[src/rtl/uart_tx_if.sv]
// Parallel-request / serial-line bundle for the UART transmitter.
interface uart_tx_if #(parameter int DATA_WIDTH = 8);
  logic [DATA_WIDTH-1:0] P_DATA;
  logic                  Data_Valid;
  logic                  PAR_EN;
  logic                  PAR_TYP;
  logic                  TX_OUT;
  logic                  Busy;

  modport master (output P_DATA, Data_Valid, PAR_EN, PAR_TYP, input  TX_OUT, Busy);
  modport slave  (input  P_DATA, Data_Valid, PAR_EN, PAR_TYP, output TX_OUT, Busy);
endinterface

[src/rtl/uart_tx.sv]
// UART transmitter: start bit, LSB-first data, optional even/odd parity, one stop bit.
// One clock per bit; TX_OUT and Busy are registered from the next-state decision.
module uart_tx #(
  parameter int DATA_WIDTH = 8
) (
  input  logic    CLK,
  input  logic    RST,
  uart_tx_if.slave bus
);
  localparam int CW = (DATA_WIDTH > 1) ? $clog2(DATA_WIDTH) : 1;
  localparam logic [CW-1:0] LAST = CW'(DATA_WIDTH - 1);

  localparam logic [2:0] IDLE   = 3'd0;
  localparam logic [2:0] START  = 3'd1;
  localparam logic [2:0] DATA   = 3'd2;
  localparam logic [2:0] PARITY = 3'd3;
  localparam logic [2:0] STOP   = 3'd4;

  logic [2:0]            state;
  logic [CW-1:0]         bit_cnt;
  logic [CW-1:0]         nxt_cnt;
  logic [DATA_WIDTH-1:0] data_q;
  logic                  par_en_q;
  logic                  par_typ_q;
  logic                  tx;
  logic                  busy;

  assign nxt_cnt = bit_cnt + 1'b1;

  // Outputs are loaded with the value of the state being entered, so the
  // line bit and the state register always describe the same cycle.
  always_ff @(posedge CLK or negedge RST) begin
    if (!RST) begin
      state     <= IDLE;
      bit_cnt   <= '0;
      data_q    <= '0;
      par_en_q  <= 1'b0;
      par_typ_q <= 1'b0;
      tx        <= 1'b1;
      busy      <= 1'b0;
    end else begin
      case (state)
        IDLE: begin
          if (bus.Data_Valid) begin
            data_q    <= bus.P_DATA;
            par_en_q  <= bus.PAR_EN;
            par_typ_q <= bus.PAR_TYP;
            state     <= START;
            tx        <= 1'b0;
            busy      <= 1'b1;
          end else begin
            tx   <= 1'b1;
            busy <= 1'b0;
          end
        end
        START: begin
          bit_cnt <= '0;
          tx      <= data_q[0];
          state   <= DATA;
        end
        DATA: begin
          if (bit_cnt == LAST) begin
            if (par_en_q) begin
              state <= PARITY;
              tx    <= (^data_q) ^ par_typ_q;
            end else begin
              state <= STOP;
              tx    <= 1'b1;
            end
          end else begin
            bit_cnt <= nxt_cnt;
            tx      <= data_q[nxt_cnt];
          end
        end
        PARITY: begin
          state <= STOP;
          tx    <= 1'b1;
        end
        STOP: begin
          state <= IDLE;
          tx    <= 1'b1;
          busy  <= 1'b0;
        end
        default: begin
          state <= IDLE;
          tx    <= 1'b1;
          busy  <= 1'b0;
        end
      endcase
    end
  end

  assign bus.TX_OUT = tx;
  assign bus.Busy   = busy;
endmodule
[src/flat_wrapper.sv]
// flat-port wrapper written by rule: the top's interface ports become plain ports
module uart_tx_flat 
#(
  parameter int DATA_WIDTH = 8
)
  (CLK, RST, bus_P_DATA, bus_Data_Valid, bus_PAR_EN, bus_PAR_TYP, bus_TX_OUT, bus_Busy);
  uart_tx_if #(.DATA_WIDTH(DATA_WIDTH)) bus_i ();
  input  logic CLK;
  input  logic RST;
  input wire logic [$bits(bus_i.P_DATA)-1:0] bus_P_DATA;
  input wire logic [$bits(bus_i.Data_Valid)-1:0] bus_Data_Valid;
  input wire logic [$bits(bus_i.PAR_EN)-1:0] bus_PAR_EN;
  input wire logic [$bits(bus_i.PAR_TYP)-1:0] bus_PAR_TYP;
  output wire logic [$bits(bus_i.TX_OUT)-1:0] bus_TX_OUT;
  output wire logic [$bits(bus_i.Busy)-1:0] bus_Busy;
  assign bus_i.P_DATA = bus_P_DATA;
  assign bus_i.Data_Valid = bus_Data_Valid;
  assign bus_i.PAR_EN = bus_PAR_EN;
  assign bus_i.PAR_TYP = bus_PAR_TYP;
  assign bus_TX_OUT = bus_i.TX_OUT;
  assign bus_Busy = bus_i.Busy;
  uart_tx #(.DATA_WIDTH(DATA_WIDTH)) u_core (.CLK(CLK), .RST(RST), .bus(bus_i));
endmodule
[config.mk]
export PLATFORM = sky130hd
export DESIGN_NAME = uart_tx_flat
export DESIGN_NICKNAME = d
export VERILOG_FILES = /design/src/rtl/uart_tx_if.sv /design/src/rtl/uart_tx.sv /design/src/flat_wrapper.sv
export SDC_FILE = /design/constraint.sdc
export NUM_CORES = 1
export LEC_CHECK = 0
export ABC_AREA = 1
export CORE_UTILIZATION = 49
export CTS_BUF_LIST = sky130_fd_sc_hd__clkbuf_8
export CTS_CLUSTER_SIZE = 25
export DETAILED_ROUTE_END_ITERATION = 10
export GPL_TIMING_DRIVEN = 0
export PLACE_DENSITY = 0.88
export SLEW_MARGIN = 5
export SYNTH_ARGS = -nofsm -noshare
export SYNTH_HDL_FRONTEND = slang
export SYNTH_SLANG_ARGS = --single-unit
[constraint.sdc]
create_clock -name CLK -period 1.6 [get_ports CLK]
set_input_delay 0.32 -clock CLK [delete_from_list [all_inputs] [get_ports CLK]]
set_output_delay 0.32 -clock CLK [all_outputs]
set_load 0.05 [all_outputs]
; After elaboration in Yosys (flattened, before gate mapping)
; Cells that the tools add are included.
[word_totals]
register_bits = 18
input_bits = 13
out_inout_bits = 2
word_cells = 38
[op_classes]
addsub = 1
n_lt_le_gt_ge = 1
n_eq_ne = 7
n_mux = 14
n_bitwise = 1
n_reduce_logical = 7
[ops]
columns = op, n
row1 = $mux 3, 4
row2 = $pmux 3 s4, 1
row3 = $reduce_xor 8->1, 1
row4 = $eq 3x2->1 const B, 2
row5 = $pmux 3 s2, 1
row6 = $reduce_and 2->1, 3
row7 = $mux 1, 5
row8 = $lt 3x4->1 const B, 1
row9 = $ne 2x2->1 const B, 2
row10 = $add 3x1->3 const B, 1
row11 = $bmux 1 s3, 1
row12 = $eq 3x1->1 const B, 1
row13 = $eq 3x3->1 const B, 1
row14 = $logic_not 3->1, 1
row15 = $pmux 1 s3, 1
row16 = $reduce_or 3->1, 1
row17 = $ne 2x1->1 const B, 1
row18 = $pmux 1 s2, 1
row19 = $reduce_bool 2->1, 1
row20 = $xor 1x1->1, 1

; Logic depth before layout (Yosys ltp)
; Gate-level depths: netlist of the first run.
[depth]
ltp_word = 5
depth_mapped = 11
mapped_depth_nobuf = 11

; Worst setup path before layout of the first run
; Ideal clock, no wire load.
[synth_path]
path_type = reg-to-reg
start = register u_core.bit_cnt[0]
end = register u_core.tx, in the netlist u_core.bus.TX_OUT
t_arrival_ps = 1432
t_required_ps = 1520
slack_ps = 88
path_stages_with_launch = 11
n_path_buf = 0
path_cell_list = dfrtp_1 -> ha_1 -> ha_1 -> a21oi_1 -> o21ai_0 -> nand3_1 -> nand3_1 -> nand2_1 -> inv_1 -> nand2_1 -> nand2_1
[synth_between]
elab_chain_len = 5
elab_cells_between_ends = 6
[synth_lines]
columns = item, line_no
row1 = start: declaration, uart_tx.sv:20  ; logic [CW-1:0] bit_cnt;
row2 = start signal: assignment, uart_tx.sv:71  ; bit_cnt <= nxt_cnt;
row3 = $add 3x1->3, uart_tx.sv:28  ; assign nxt_cnt = bit_cnt + 1'b1;
row4 = $bmux 1 s3, uart_tx.sv:72  ; tx <= data_q[nxt_cnt];
row5 = $mux 1 (not written as such), uart_tx.sv:72
row6 = $mux 1 (*), uart_tx.sv:62  ; if (bit_cnt == LAST) begin
row7 = $pmux 1 s3 (*), uart_tx.sv:42  ; case (state)
row8 = end signal: assignment, uart_tx.sv:58  ; tx <= data_q[0];
row9 = end signal: assignment, uart_tx.sv:65  ; tx <= (^data_q) ^ par_typ_q;
row10 = end signal: assignment, uart_tx.sv:72
row11 = end: declaration, uart_tx.sv:25  ; logic tx;
; Every way passes the cells marked *; elsewhere a longest branch is shown, timed or not. The select of a mux whose other input is x is not followed.
; A chain may end at the register's enable or synchronous reset.

; Final worst setup path of the first run
[layout_path]
start = register u_core.tx, in the netlist u_core.bus.TX_OUT
end = output bus_TX_OUT
[layout_rtl]
columns = item, line_no
row1 = end: declaration, flat_wrapper.sv:14  ; output wire logic [$bits(bus_i.TX_OUT)-1:0] bus_TX_OUT;
; No word-level cell between the ends.

==> impl_metrics.prom, run 1 <==
# TYPE chip_impl_metric gauge
chip_impl_metric{name="wl_per_cell",unit="µm"} 11.6
chip_impl_metric{name="slew_headroom",unit="%"} 48.6
chip_impl_metric{name="antenna_violations_before_repair",unit=""} 0
chip_impl_metric{name="yosysSeqAreaShare",unit="%"} 45.2
chip_impl_metric{name="grtUsageTotal",unit="%"} 21.3
chip_impl_metric{name="mappedNetlistNets",unit=""} 132
chip_impl_metric{name="vdd_ir_drop_max",unit="mV"} 1.26
chip_impl_metric{name="clk_pin_slew",unit="ns"} 0.07
chip_impl_info{name="hold_path_class",value="in2async"} 1
chip_impl_metric{name="synth_cells",unit=""} 117
chip_impl_metric{name="die_height",unit="µm"} 47.2
chip_impl_metric{name="hold_buffers",unit=""} 0
chip_impl_metric{name="r2r_setup_slack",unit="ns"} 0.13
chip_impl_metric{name="final-instance-count-excl-fill",unit=""} 161
chip_impl_metric{name="cts_num_sinks",unit=""} 18
chip_impl_metric{name="post_route_setup_tns",unit="ns"} 0
chip_impl_metric{name="cts_buffer_depth",unit=""} 2
chip_impl_metric{name="ios",unit=""} 15
chip_impl_metric{name="number_of_global_route_vias_before_repair",unit=""} 741
chip_impl_info{name="cts_root_buffer",value="sky130_fd_sc_hd__clkbuf_8"} 1
chip_impl_metric{name="number_of_buffers_and_inverters_on_the_critical_path",unit=""} 1
chip_impl_info{name="path_cells",value="clkdlybuf4s15_1"} 1
chip_impl_metric{name="antenna_cells_inserted",unit=""} 0
chip_impl_metric{name="reg2regPathDepth",unit=""} 10
chip_impl_info{name="setup.worst_path.class",value="reg2out"} 1
chip_impl_metric{name="routed_wirelength",unit="µm"} 1870
chip_impl_metric{name="cts_buffers",unit=""} 3
chip_impl_metric{name="yosysWarningCount",unit=""} 0
chip_impl_metric{name="fmax",unit="MHz"} 638
chip_impl_metric{name="detailedRoute.firstPassIterationCount",unit=""} 4
chip_impl_metric{name="finalWeightedCongestion",unit=""} 0.766
chip_impl_metric{name="insertion_delay",unit="ns"} 0.25
chip_impl_info{name="final_common_cell",value="sky130_fd_sc_hd__nand2_1"} 1
chip_impl_metric{name="p_per_area",unit="nW/µm²"} 2210
chip_impl_metric{name="drt-initial-drc-count",unit=""} 19
chip_impl_metric{name="postSynthRegisterBits",unit=""} 18
chip_impl_metric{name="max_cap_violations",unit=""} 0
chip_impl_metric{name="io_buffer_count",unit=""} 14
chip_impl_metric{name="post_drt_via_cell_ratio",unit=""} 5.07
chip_impl_metric{name="drive_above_1_share",unit="%"} 15.4
chip_impl_info{name="status",value="completed"} 1
chip_impl_metric{name="die-width",unit="µm"} 47.2
chip_impl_metric{name="globalRouteOverflowTotal",unit=""} 0
chip_impl_info{name="cp_slowest_cell",value="sky130_fd_sc_hd__dfstp_2"} 1
chip_impl_metric{name="syn_avg_cell_area",unit="µm²"} 8.54
chip_impl_metric{name="max_slew.worst_pin.slew",unit="ns"} 0.769
chip_impl_metric{name="floorplan.die_area",unit="µm²"} 2230
chip_impl_metric{name="syn-cell-area",unit="µm²"} 1000
chip_impl_metric{name="post-dp-hpwl",unit="µm"} 1370
chip_impl_metric{name="fin_skew",unit="ns"} 0.00279
chip_impl_info{name="timing.critical_path.max_delay_family",value="flip-flops"} 1
chip_impl_info{name="final_cell_mix",value="sky130_fd_sc_hd__nand2_1 (31), sky130_fd_sc_hd__dfrtp_1 (16), sky130_fd_sc_hd__inv_1 (14), sky130_fd_sc_hd__clkdlybuf4s50_1 (12)"} 1
chip_impl_metric{name="arrival_time_worst_endpoint",unit="ns"} 1.25
chip_impl_metric{name="wire_length_of_the_first_global_routing_pass",unit="µm"} 3210
chip_impl_metric{name="path_max_fanout",unit=""} 1
chip_impl_metric{name="path_depth",unit=""} 1
chip_impl_metric{name="grt_max_degree",unit=""} 19
chip_impl_info{name="critPathCaptureType",value="output pin"} 1
chip_impl_metric{name="drc",unit=""} 0
chip_impl_info{name="crit_start",value="u_core.bus.TX_OUT"} 1
chip_impl_metric{name="slowest_delay",unit="ns"} 0.51
chip_impl_info{name="kind_of_launch_point_of_the_worst_setup_path",value="flip-flop"} 1
chip_impl_metric{name="dp.cells",unit=""} 156
chip_impl_metric{name="p_leak",unit="µW"} 0.000621
chip_impl_metric{name="layout_min_cycle_time",unit="ns"} 1.57
chip_impl_info{name="tritoncts",value="done"} 1
chip_impl_metric{name="antenna_violating_nets_post_route",unit=""} 0
chip_impl_metric{name="finalNetCount",unit=""} 152
chip_impl_metric{name="layout-area-overhead-vs-synth",unit="%"} 24.9
chip_impl_info{name="r2r-start",value="u_core.bit_cnt[0]"} 1
chip_impl_metric{name="rows",unit=""} 15
chip_impl_metric{name="drv_slew",unit=""} 0
chip_impl_metric{name="finalSetupViolCount",unit=""} 0
chip_impl_info{name="grt_setup_unrepaired",value="no"} 1
chip_impl_metric{name="critical_path_required",unit="ns"} 1.28
chip_impl_metric{name="htreeDepth",unit=""} 1
chip_impl_metric{name="min_period_over_period",unit="%"} 98.0
chip_impl_metric{name="final_hold_viol_count",unit=""} 0
chip_impl_metric{name="dr_total_vias",unit=""} 817
chip_impl_metric{name="synth.distinct_cells",unit=""} 21
chip_impl_metric{name="initial_utilization",unit="%"} 54.9
chip_impl_metric{name="design.core.area",unit="µm²"} 1820
==> state kept, by name, indices dropped and copies added, names as in the netlist <==
register,cells
u_core.bit_cnt,3
u_core.bus.Busy,1
u_core.bus.TX_OUT,1
u_core.data_q,8
u_core.par_en_q,1
u_core.par_typ_q,1
u_core.state,3
==> final timing paths <==
path | end
max | bus_TX_OUT
min | u_core.data_q[6]
max reg2reg | u_core.bus.TX_OUT
min reg2reg | u_core.bit_cnt[1]
max in group asynchronous | u_core.bit_cnt[0]
min in group CLK | u_core.bit_cnt[1]
==> Yosys cell counts (all sizes together) <==
library cell / n / area [µm²]
bufinv: 1 / 17.5
nor3: 2 / 21.3
a21oi: 7 / 35.0
buf: 1 / 11.3
xnor2: 3 / 26.3
o21ai: 5 / 25.0
xor2: 1 / 8.76
dfrtp: 17 / 425
mux2: 6 / 71.3
nor2: 12 / 52.6
nand2: 32 / 123
ha: 2 / 25.0
dfstp: 1 / 26.3
nor4: 1 / 6.26
nand3: 12 / 72.6
inv: 14 / 52.6
==> per-layer routing <==
metal | global-route usage [%] | part of all wire (%) | vias up
met1 | 28.3 | 45 | 377
met2 | 33.3 | 50 | 23
met5 | 0 | 0 | -
met4 | 13.1 | 1.8 | 0
met3 | 2.31 | 3.2 | 5
li1 | - | - | 412
==> worst reg2reg max path, delay by kind of cell (launching register included) <==
kind | cells | cell delay [ns]
adder cells (fa/ha/maj) | 2 | 0.44
flip-flops | 1 | 0.41
AND/OR/NAND/NOR | 5 | 0.29
AO/OA/AOI/OAI | 2 | 0.23
buffers and inverters | 1 | 0.03
==> logic make-up after synthesis <==
logic type               count (synthesis)  share of synthesized area (%)
flip-flops                              18                           45.2
AO/OA/AOI/OAI                           12                           6.01
adder cells (fa/ha/maj)                  2                           2.50
multiplexers                             6                           7.13
XOR/XNOR                                 4                           3.51
buffers and inverters                   16                           8.14
AND/OR/NAND/NOR                         59                           27.5
==> per-stage QoR <==
step / total power, µW / setup slack, ns / hold slack [ns] / instance area (µm²) / util [%]
final: 2760 / 0.0326 / 0.515 / 1250 / 68.6
after global routing: 3000 / 0.000388 / 0.562 / 1250 / 68.6
after CTS: 2730 / 0.0297 / 0.537 / 1240 / 68.0
after detailed placement: 2330 / -0.0415 / 0.487 / 1170 / 64.3
after global placement: 2260 / -0.0272 / 0.473 / 1170 / 64.3
after floorplan: 2030 / 0.0883 / 0.0244 / 1000 / -
==> power by group <==
group | switching, µW | internal [µW] | total [µW] | leakage (µW)
sequential | 223 | 691 | 914 | 0.000212
combinational | 817 | 660 | 1480 | 0.000380
clock | 151 | 219 | 369 | 0.0000288
==> area by class of cell <==
type                       instances  area, µm²
tap                               25       31.3
inverter                          15       70.1
buffer                             1       11.3
sequential                        18        453
timing repair buffer              15        146
fill                             147        572
clock buffer                       4       55.1
multi-input combinational         83        482
==> what timing repair did <==
| action | 4_1_cts | 5_1_grt |
|---|---|---|
| pin swaps | 0 | 0 |
| buffers inserted | 0 | 1 |
| gates resized for setup | 5 | 1 |
| endpoints found under the setup margin | 3 | 1 |
| cloned | 0 | 0 |
Note: power is estimated with default switching activity, not from simulation.
==> run 2: changes to the inputs <==
--- a/config.mk
+++ b/config.mk
@@ -10,8 +10,8 @@
 export CTS_BUF_LIST = sky130_fd_sc_hd__clkbuf_8
 export CTS_CLUSTER_SIZE = 25
 export DETAILED_ROUTE_END_ITERATION = 10
-export GPL_TIMING_DRIVEN = 0
 export PLACE_DENSITY = 0.88
+export REMOVE_ABC_BUFFERS = 1
 export SLEW_MARGIN = 5
 export SYNTH_ARGS = -nofsm -noshare
 export SYNTH_HDL_FRONTEND = slang
==> run 2 against run 1 <==
  * Critical path depth is 9 higher
  * Worst setup slack better by 0.11 ns
  * Non-clock buffer count is 1 higher
  * Sequential power is 0.8% higher
  * Worst hold slack worse by 0.13 ns
  * Clock skew hardly changed
  * Highest routed layer unchanged
  * Critical endpoint is now u_core.bus.TX_OUT
==> impl_metrics.prom, run 2 (synthesis gave the netlist of run 1 again) <==
# TYPE chip_impl_metric gauge
chip_impl_metric{name="finalNetCount",unit=""} 153
chip_impl_metric{name="arrival_time_worst_endpoint",unit="ns"} 1.64
chip_impl_metric{name="grtUsageTotal",unit="%"} 21.1
chip_impl_metric{name="path_max_fanout",unit=""} 5
chip_impl_metric{name="slew_headroom",unit="%"} 82.1
chip_impl_metric{name="antenna_violating_nets_post_route",unit=""} 0
chip_impl_metric{name="slowest_delay",unit="ns"} 0.38
chip_impl_metric{name="drt-initial-drc-count",unit=""} 14
chip_impl_metric{name="number_of_global_route_vias_before_repair",unit=""} 796
chip_impl_metric{name="htreeDepth",unit=""} 1
chip_impl_info{name="timing.critical_path.mode_cell",value="sky130_fd_sc_hd__nand2_1"} 1
chip_impl_metric{name="cts_num_sinks",unit=""} 18
chip_impl_metric{name="floorplan.die_area",unit="µm²"} 2230
chip_impl_info{name="largestRegisters",value="u_core.data_q (8), u_core.bit_cnt (3), u_core.state (3)"} 1
chip_impl_info{name="tritoncts",value="done"} 1
chip_impl_metric{name="routed_wirelength",unit="µm"} 1930
chip_impl_metric{name="rows",unit=""} 15
chip_impl_metric{name="vdd_ir_drop_max",unit="mV"} 1.07
chip_impl_info{name="final_cell_mix",value="sky130_fd_sc_hd__nand2_1 (31), sky130_fd_sc_hd__dfrtp_1 (17), sky130_fd_sc_hd__inv_1 (14), sky130_fd_sc_hd__clkdlybuf4s50_1 (12)"} 1
chip_impl_metric{name="drive_above_1_share",unit="%"} 16.1
chip_impl_metric{name="drc",unit=""} 0
chip_impl_metric{name="critical_path_required",unit="ns"} 1.79
chip_impl_info{name="setup.worst_path.class",value="reg2reg"} 1
chip_impl_metric{name="post_drt_via_cell_ratio",unit=""} 5.22
chip_impl_metric{name="detailedRoute.firstPassIterationCount",unit=""} 4
chip_impl_metric{name="finalSetupViolCount",unit=""} 0
chip_impl_metric{name="dr_total_vias",unit=""} 845
chip_impl_metric{name="wl_per_cell",unit="µm"} 11.9
chip_impl_info{name="status",value="completed"} 1
chip_impl_info{name="grt_setup_unrepaired",value="no"} 1
chip_impl_metric{name="initial_utilization",unit="%"} 54.9
chip_impl_metric{name="min_period_over_period",unit="%"} 90.9
chip_impl_metric{name="max_slew.worst_pin.slew",unit="ns"} 0.268
chip_impl_metric{name="clk_pin_slew",unit="ns"} 0.07
chip_impl_metric{name="layout_min_cycle_time",unit="ns"} 1.45
chip_impl_metric{name="die_height",unit="µm"} 47.2
chip_impl_metric{name="antenna_violations_before_repair",unit=""} 0
chip_impl_metric{name="grt_max_degree",unit=""} 19
chip_impl_metric{name="ios",unit=""} 15
chip_impl_metric{name="post_route_setup_tns",unit="ns"} 0
chip_impl_info{name="final_common_cell",value="sky130_fd_sc_hd__nand2_1"} 1
chip_impl_info{name="hold_path_class",value="in2async"} 1
chip_impl_metric{name="layout-area-overhead-vs-synth",unit="%"} 25.8
chip_impl_metric{name="post-dp-hpwl",unit="µm"} 1400
chip_impl_metric{name="cts_buffers",unit=""} 3
chip_impl_metric{name="wire_length_of_the_first_global_routing_pass",unit="µm"} 3180
chip_impl_info{name="cts_root_buffer",value="sky130_fd_sc_hd__clkbuf_8"} 1
chip_impl_metric{name="globalRouteOverflowTotal",unit=""} 0
chip_impl_info{name="cp_slowest_cell",value="sky130_fd_sc_hd__dfrtp_1"} 1
chip_impl_metric{name="drv_slew",unit=""} 0
chip_impl_metric{name="cts_buffer_depth",unit=""} 2
chip_impl_metric{name="postCtsSetupBuffers",unit=""} 0
chip_impl_metric{name="io_buffer_count",unit=""} 14
chip_impl_metric{name="p_leak",unit="µW"} 0.000630
chip_impl_metric{name="fin_skew",unit="ns"} 0.00310
chip_impl_info{name="kind_of_launch_point_of_the_worst_setup_path",value="flip-flop"} 1
chip_impl_metric{name="largest_register_ff_count",unit=""} 8
chip_impl_metric{name="die-width",unit="µm"} 47.2
chip_impl_metric{name="finalWeightedCongestion",unit=""} 0.838
chip_impl_info{name="critPathCaptureType",value="flip-flop"} 1
chip_impl_metric{name="max_cap_violations",unit=""} 0
chip_impl_metric{name="design.core.area",unit="µm²"} 1820
chip_impl_info{name="max_flop_register",value="u_core.data_q"} 1
chip_impl_info{name="path_cells",value="ha_1 -> ha_4 -> a21oi_1 -> o21ai_0 -> nand3_1 -> nand3_1 -> nand2_1 -> inv_1 -> nand2_1 -> nand2_1"} 1
chip_impl_metric{name="final_hold_viol_count",unit=""} 0
chip_impl_metric{name="fmax",unit="MHz"} 688
chip_impl_metric{name="final_cell_area",unit="µm²"} 1260
chip_impl_metric{name="p_per_area",unit="nW/µm²"} 2240
chip_impl_metric{name="antenna_cells_inserted",unit=""} 0
chip_impl_metric{name="placed_area",unit="µm²"} 1190
chip_impl_metric{name="insertion_delay",unit="ns"} 0.26
run 2: cell count changes in the layout (fill, tap and decap cells not counted), sizes merged:
cell	previous run	this run
dlygate4sd2	1	0
buf	2	5
clkdlybuf4s15	1	0
run 2: final timing paths:
path | start | endpoint | slack, ns | cells after the start
hold / removal | RST | u_core.bus.Busy | 0.39 | 2
min in group CLK | u_core.bit_cnt[1] | u_core.bit_cnt[1] | 0.51 | 2
hold reg to reg | u_core.bit_cnt[1] | u_core.bit_cnt[1] | 0.51 | 2
setup / recovery | u_core.bit_cnt[0] | u_core.bus.TX_OUT | 0.15 | 10
max in group asynchronous | RST | u_core.bus.TX_OUT | 0.95 | 2
setup reg to reg | u_core.bit_cnt[0] | u_core.bus.TX_OUT | 0.15 | 10
run 2: final cells by class:
cell class	instances	area (µm²)
clock buffers	4	55.1
fillers	152	563
inverters	15	70.1
multi-input cells	83	479
flip-flops and latches	18	452
well taps	25	31.3
repair buffers	17	170
run 2: what timing repair did:
action,in CTS,in global routing
resized for setup,0,1
setup endpoints to repair,0,1
hold buffers,0,0
run 2: power breakdown:
| part | switching [µW] | total [µW] | internal [µW] |
|---|---|---|---|
| logic | 827 | 1520 | 689 |
| registers | 231 | 921 | 690 |
| clock network | 160 | 379 | 219 |
run 2: worst max-delay path: cells and delay by family (launching register included):
family                   cells  cell delay, ns
buffers and inverters        1            0.03
adder cells (fa/ha/maj)      2            0.47
AO/OA/AOI/OAI                2            0.20
flip-flops                   1            0.38
AND/OR/NAND/NOR              5            0.29
run 2: stage by stage:
step | cells | hold WS, ns | util (%) | total power (µW) | worst slack (ns)
2_1_floorplan | 116 | 0.0244 | - | 2010 | 0.0883
3_3_place_gp | 158 | 0.483 | 65.4 | 2320 | 0.0810
3_5_place_dp | 158 | 0.493 | 65.4 | 2410 | 0.0653
4_1_cts | 162 | 0.396 | 68.4 | 2800 | 0.0416
5_1_grt | 162 | 0.426 | 69.1 | 3070 | 0.00146
6_report | 162 | 0.386 | 69.1 | 2820 | 0.146
run 2: per-layer routing:
layer | vias to the layer above | track usage (%) | share of wire, %
met5 | - | 0 | 0
met4 | 0 | 10.3 | 2.0
met3 | 5 | 3.46 | 4.5
met2 | 24 | 39.7 | 51
met1 | 400 | 22.4 | 43
li1 | 416 | - | -
==> run 3: changes to the inputs <==
--- a/config.mk
+++ b/config.mk
@@ -6,11 +6,13 @@
 export NUM_CORES = 1
 export LEC_CHECK = 0
 export ABC_AREA = 1
-export CORE_UTILIZATION = 49
+export CELL_PAD_IN_SITES_DETAIL_PLACEMENT = 0
+export CELL_PAD_IN_SITES_GLOBAL_PLACEMENT = 1
+export CORE_UTILIZATION = 37
 export CTS_BUF_LIST = sky130_fd_sc_hd__clkbuf_8
 export CTS_CLUSTER_SIZE = 25
 export DETAILED_ROUTE_END_ITERATION = 10
-export PLACE_DENSITY = 0.88
+export PLACE_DENSITY = 0.89
 export REMOVE_ABC_BUFFERS = 1
 export SLEW_MARGIN = 5
 export SYNTH_ARGS = -nofsm -noshare
==> run 3 against run 2 <==
  * Global-route usage shrank 6.5 points
  * Cell count rose by 3.7%
  * Combinational power barely moved
  * Maximum frequency is 3.9% higher
  * Clock power shrank 4%
  * Wire length fell by 12%
  * Sequential power decreased by 0.4%
  * Via count is 7.9% lower
  * Worst setup slack improved by 0.055 ns
  * Non-clock buffer count grew 1
  * Flip-flop and latch count stayed put
  * Critical endpoint unchanged
  * Largest cell class unchanged
  * Largest power group unchanged
==> impl_metrics.prom, run 3 (synthesis gave the netlist of run 1 again) <==
# TYPE chip_impl_metric gauge
chip_impl_metric{name="number_of_global_route_vias_before_repair",unit=""} 730
chip_impl_metric{name="finalWeightedCongestion",unit=""} 0.811
chip_impl_metric{name="floorplan.die_area",unit="µm²"} 2910
chip_impl_metric{name="dr_total_vias",unit=""} 778
chip_impl_info{name="path_cells",value="ha_2 -> ha_4 -> a21oi_1 -> o21ai_0 -> nand3_1 -> nand3_1 -> nand2_1 -> inv_1 -> nand2_1 -> nand2_1"} 1
chip_impl_metric{name="antenna_violating_nets_post_route",unit=""} 0
chip_impl_info{name="final_cell_mix",value="sky130_fd_sc_hd__nand2_1 (31), sky130_fd_sc_hd__dfrtp_1 (17), sky130_fd_sc_hd__inv_1 (14), sky130_fd_sc_hd__clkdlybuf4s50_1 (12)"} 1
chip_impl_metric{name="wl_per_cell",unit="µm"} 10.2
chip_impl_metric{name="max_slew.worst_pin.slew",unit="ns"} 0.260
chip_impl_metric{name="antenna_violations_before_repair",unit=""} 0
chip_impl_info{name="max_flop_register",value="u_core.data_q"} 1
chip_impl_metric{name="finalSetupViolCount",unit=""} 0
chip_impl_info{name="timing.critical_path.mode_cell",value="sky130_fd_sc_hd__nand2_1"} 1
chip_impl_metric{name="globalRouteOverflowTotal",unit=""} 0
chip_impl_metric{name="io_buffer_count",unit=""} 14
chip_impl_metric{name="layout_min_cycle_time",unit="ns"} 1.40
chip_impl_info{name="critPathCaptureType",value="flip-flop"} 1
chip_impl_metric{name="htreeDepth",unit=""} 1
chip_impl_metric{name="antenna_cells_inserted",unit=""} 0
chip_impl_metric{name="drv_slew",unit=""} 0
chip_impl_metric{name="wire_length_of_the_first_global_routing_pass",unit="µm"} 2990
chip_impl_metric{name="rows",unit=""} 18
chip_impl_info{name="cp_slowest_cell",value="sky130_fd_sc_hd__dfrtp_1"} 1
chip_impl_metric{name="post-place-ws",unit="ns"} 0.0806
chip_impl_metric{name="slew_headroom",unit="%"} 82.7
chip_impl_metric{name="multi_input_area",unit="µm²"} 482
chip_impl_metric{name="fin_skew",unit="ns"} 0.00286
chip_impl_metric{name="cts_buffers",unit=""} 3
chip_impl_metric{name="finalNetCount",unit=""} 154
chip_impl_metric{name="post_drt_via_cell_ratio",unit=""} 4.63
chip_impl_metric{name="detailedRoute.firstPassIterationCount",unit=""} 4
chip_impl_metric{name="arrival_time_worst_endpoint",unit="ns"} 1.58
chip_impl_metric{name="p_total",unit="µW"} 2770
chip_impl_metric{name="p_leak",unit="µW"} 0.000633
chip_impl_info{name="hold_path_class",value="in2async"} 1
chip_impl_metric{name="final-seq-area",unit="µm²"} 452
chip_impl_metric{name="number_of_buffers_and_inverters_on_the_critical_path",unit=""} 1
chip_impl_metric{name="initial_utilization",unit="%"} 39.6
chip_impl_metric{name="path_max_fanout",unit=""} 5
chip_impl_metric{name="largest_register_ff_count",unit=""} 8
chip_impl_info{name="kind_of_launch_point_of_the_worst_setup_path",value="flip-flop"} 1
chip_impl_metric{name="finalCoreUtilization",unit="%"} 50.5
chip_impl_metric{name="fmax",unit="MHz"} 715
chip_impl_metric{name="insertion_delay",unit="ns"} 0.25
chip_impl_info{name="tritoncts",value="done"} 1
chip_impl_metric{name="vdd_ir_drop_max",unit="mV"} 1.05
chip_impl_metric{name="cts_buffer_depth",unit=""} 2
chip_impl_metric{name="ios",unit=""} 15
chip_impl_info{name="status",value="completed"} 1
chip_impl_info{name="cts_root_buffer",value="sky130_fd_sc_hd__clkbuf_8"} 1
chip_impl_metric{name="critical_path_required",unit="ns"} 1.78
chip_impl_metric{name="grt_max_degree",unit=""} 19
chip_impl_metric{name="slowest_delay",unit="ns"} 0.39
chip_impl_info{name="r2r-start",value="u_core.bit_cnt[0]"} 1
chip_impl_info{name="grt_setup_unrepaired",value="no"} 1
chip_impl_metric{name="min_period_over_period",unit="%"} 87.4
chip_impl_info{name="r2r-end",value="u_core.bus.TX_OUT"} 1
chip_impl_metric{name="layout-area-overhead-vs-synth",unit="%"} 27.4
chip_impl_info{name="largestRegisters",value="u_core.data_q (8), u_core.bit_cnt (3), u_core.state (3)"} 1
chip_impl_info{name="final_common_cell",value="sky130_fd_sc_hd__nand2_1"} 1
chip_impl_metric{name="placed_area",unit="µm²"} 1200
chip_impl_metric{name="clk_pin_slew",unit="ns"} 0.07
chip_impl_metric{name="post_route_setup_tns",unit="ns"} 0
chip_impl_metric{name="design.core.area",unit="µm²"} 2520
chip_impl_info{name="setup.worst_path.class",value="reg2reg"} 1
chip_impl_metric{name="drc",unit=""} 0
chip_impl_metric{name="postCtsSetupBuffers",unit=""} 0
chip_impl_metric{name="final_hold_viol_count",unit=""} 0
chip_impl_metric{name="fillCellCount",unit=""} 247
chip_impl_metric{name="reg2regPathDepth",unit=""} 10
chip_impl_metric{name="die-width",unit="µm"} 54.0
chip_impl_metric{name="setup_ws_post_layout",unit="ns"} 0.201
chip_impl_metric{name="final_cell_area",unit="µm²"} 1270
chip_impl_metric{name="max_cap_violations",unit=""} 0
chip_impl_metric{name="drt-initial-drc-count",unit=""} 18
chip_impl_metric{name="routed_wirelength",unit="µm"} 1710
chip_impl_metric{name="grtUsageTotal",unit="%"} 14.6
chip_impl_metric{name="cts_num_sinks",unit=""} 18
chip_impl_metric{name="drive_above_1_share",unit="%"} 17.4
chip_impl_metric{name="p_per_area",unit="nW/µm²"} 2180
chip_impl_metric{name="r2r_setup_slack",unit="ns"} 0.20
chip_impl_info{name="timing.critical_path.max_delay_family",value="adder cells"} 1
chip_impl_metric{name="die_height",unit="µm"} 54.0
chip_impl_metric{name="post-dp-hpwl",unit="µm"} 1350
==> run 3: per-layer routing <==
metal	wire length (µm)	global-route usage (%)
met5	0	0
met4	17	6.41
met3	32	2.54
met2	829	24.3
met1	826	18.4
==> run 3: how the worst max path moves through the flow <==
| stage | startpoint | to | cells past startpoint |
|---|---|---|---|
| finish | u_core.bit_cnt[0] | u_core.bus.TX_OUT | 10 |
| global placement | bus_Data_Valid | u_core.data_q[4] | 3 |
| CTS | u_core.bit_cnt[0] | u_core.bus.TX_OUT | 10 |
| detailed placement | bus_Data_Valid | u_core.data_q[4] | 3 |
| floorplan | u_core.bit_cnt[0] | u_core.bus.TX_OUT | 10 |
| global route | u_core.bit_cnt[0] | u_core.bus.TX_OUT | 10 |
==> run 3: report_power, final <==
part	switching (µW)	internal, µW	total (µW)
combinational	781	712	1490
clock	144	218	362
sequential	227	691	917
==> run 3: layout make-up <==
type | instances | share of cell area, %
sequential | 18 | 35.5
timing repair buffer | 18 | 13.9
tap | 30 | 2.95
clock buffer | 4 | 4.32
inverter | 15 | 5.50
multi-input combinational | 83 | 37.8
==> run 3: per-stage QoR <==
step,hold WS [ns],instances
after floorplan,0.0244,116
after global placement,0.480,164
after detailed placement,0.479,164
after CTS,0.407,168
after global routing,0.442,168
final,0.400,168
==> run 3: timing repair <==
item / 4_1_cts / 5_1_grt
setup endpoints to repair: 0 / 1
gates resized for setup: 0 / 2
hold buffers: 0 / 0
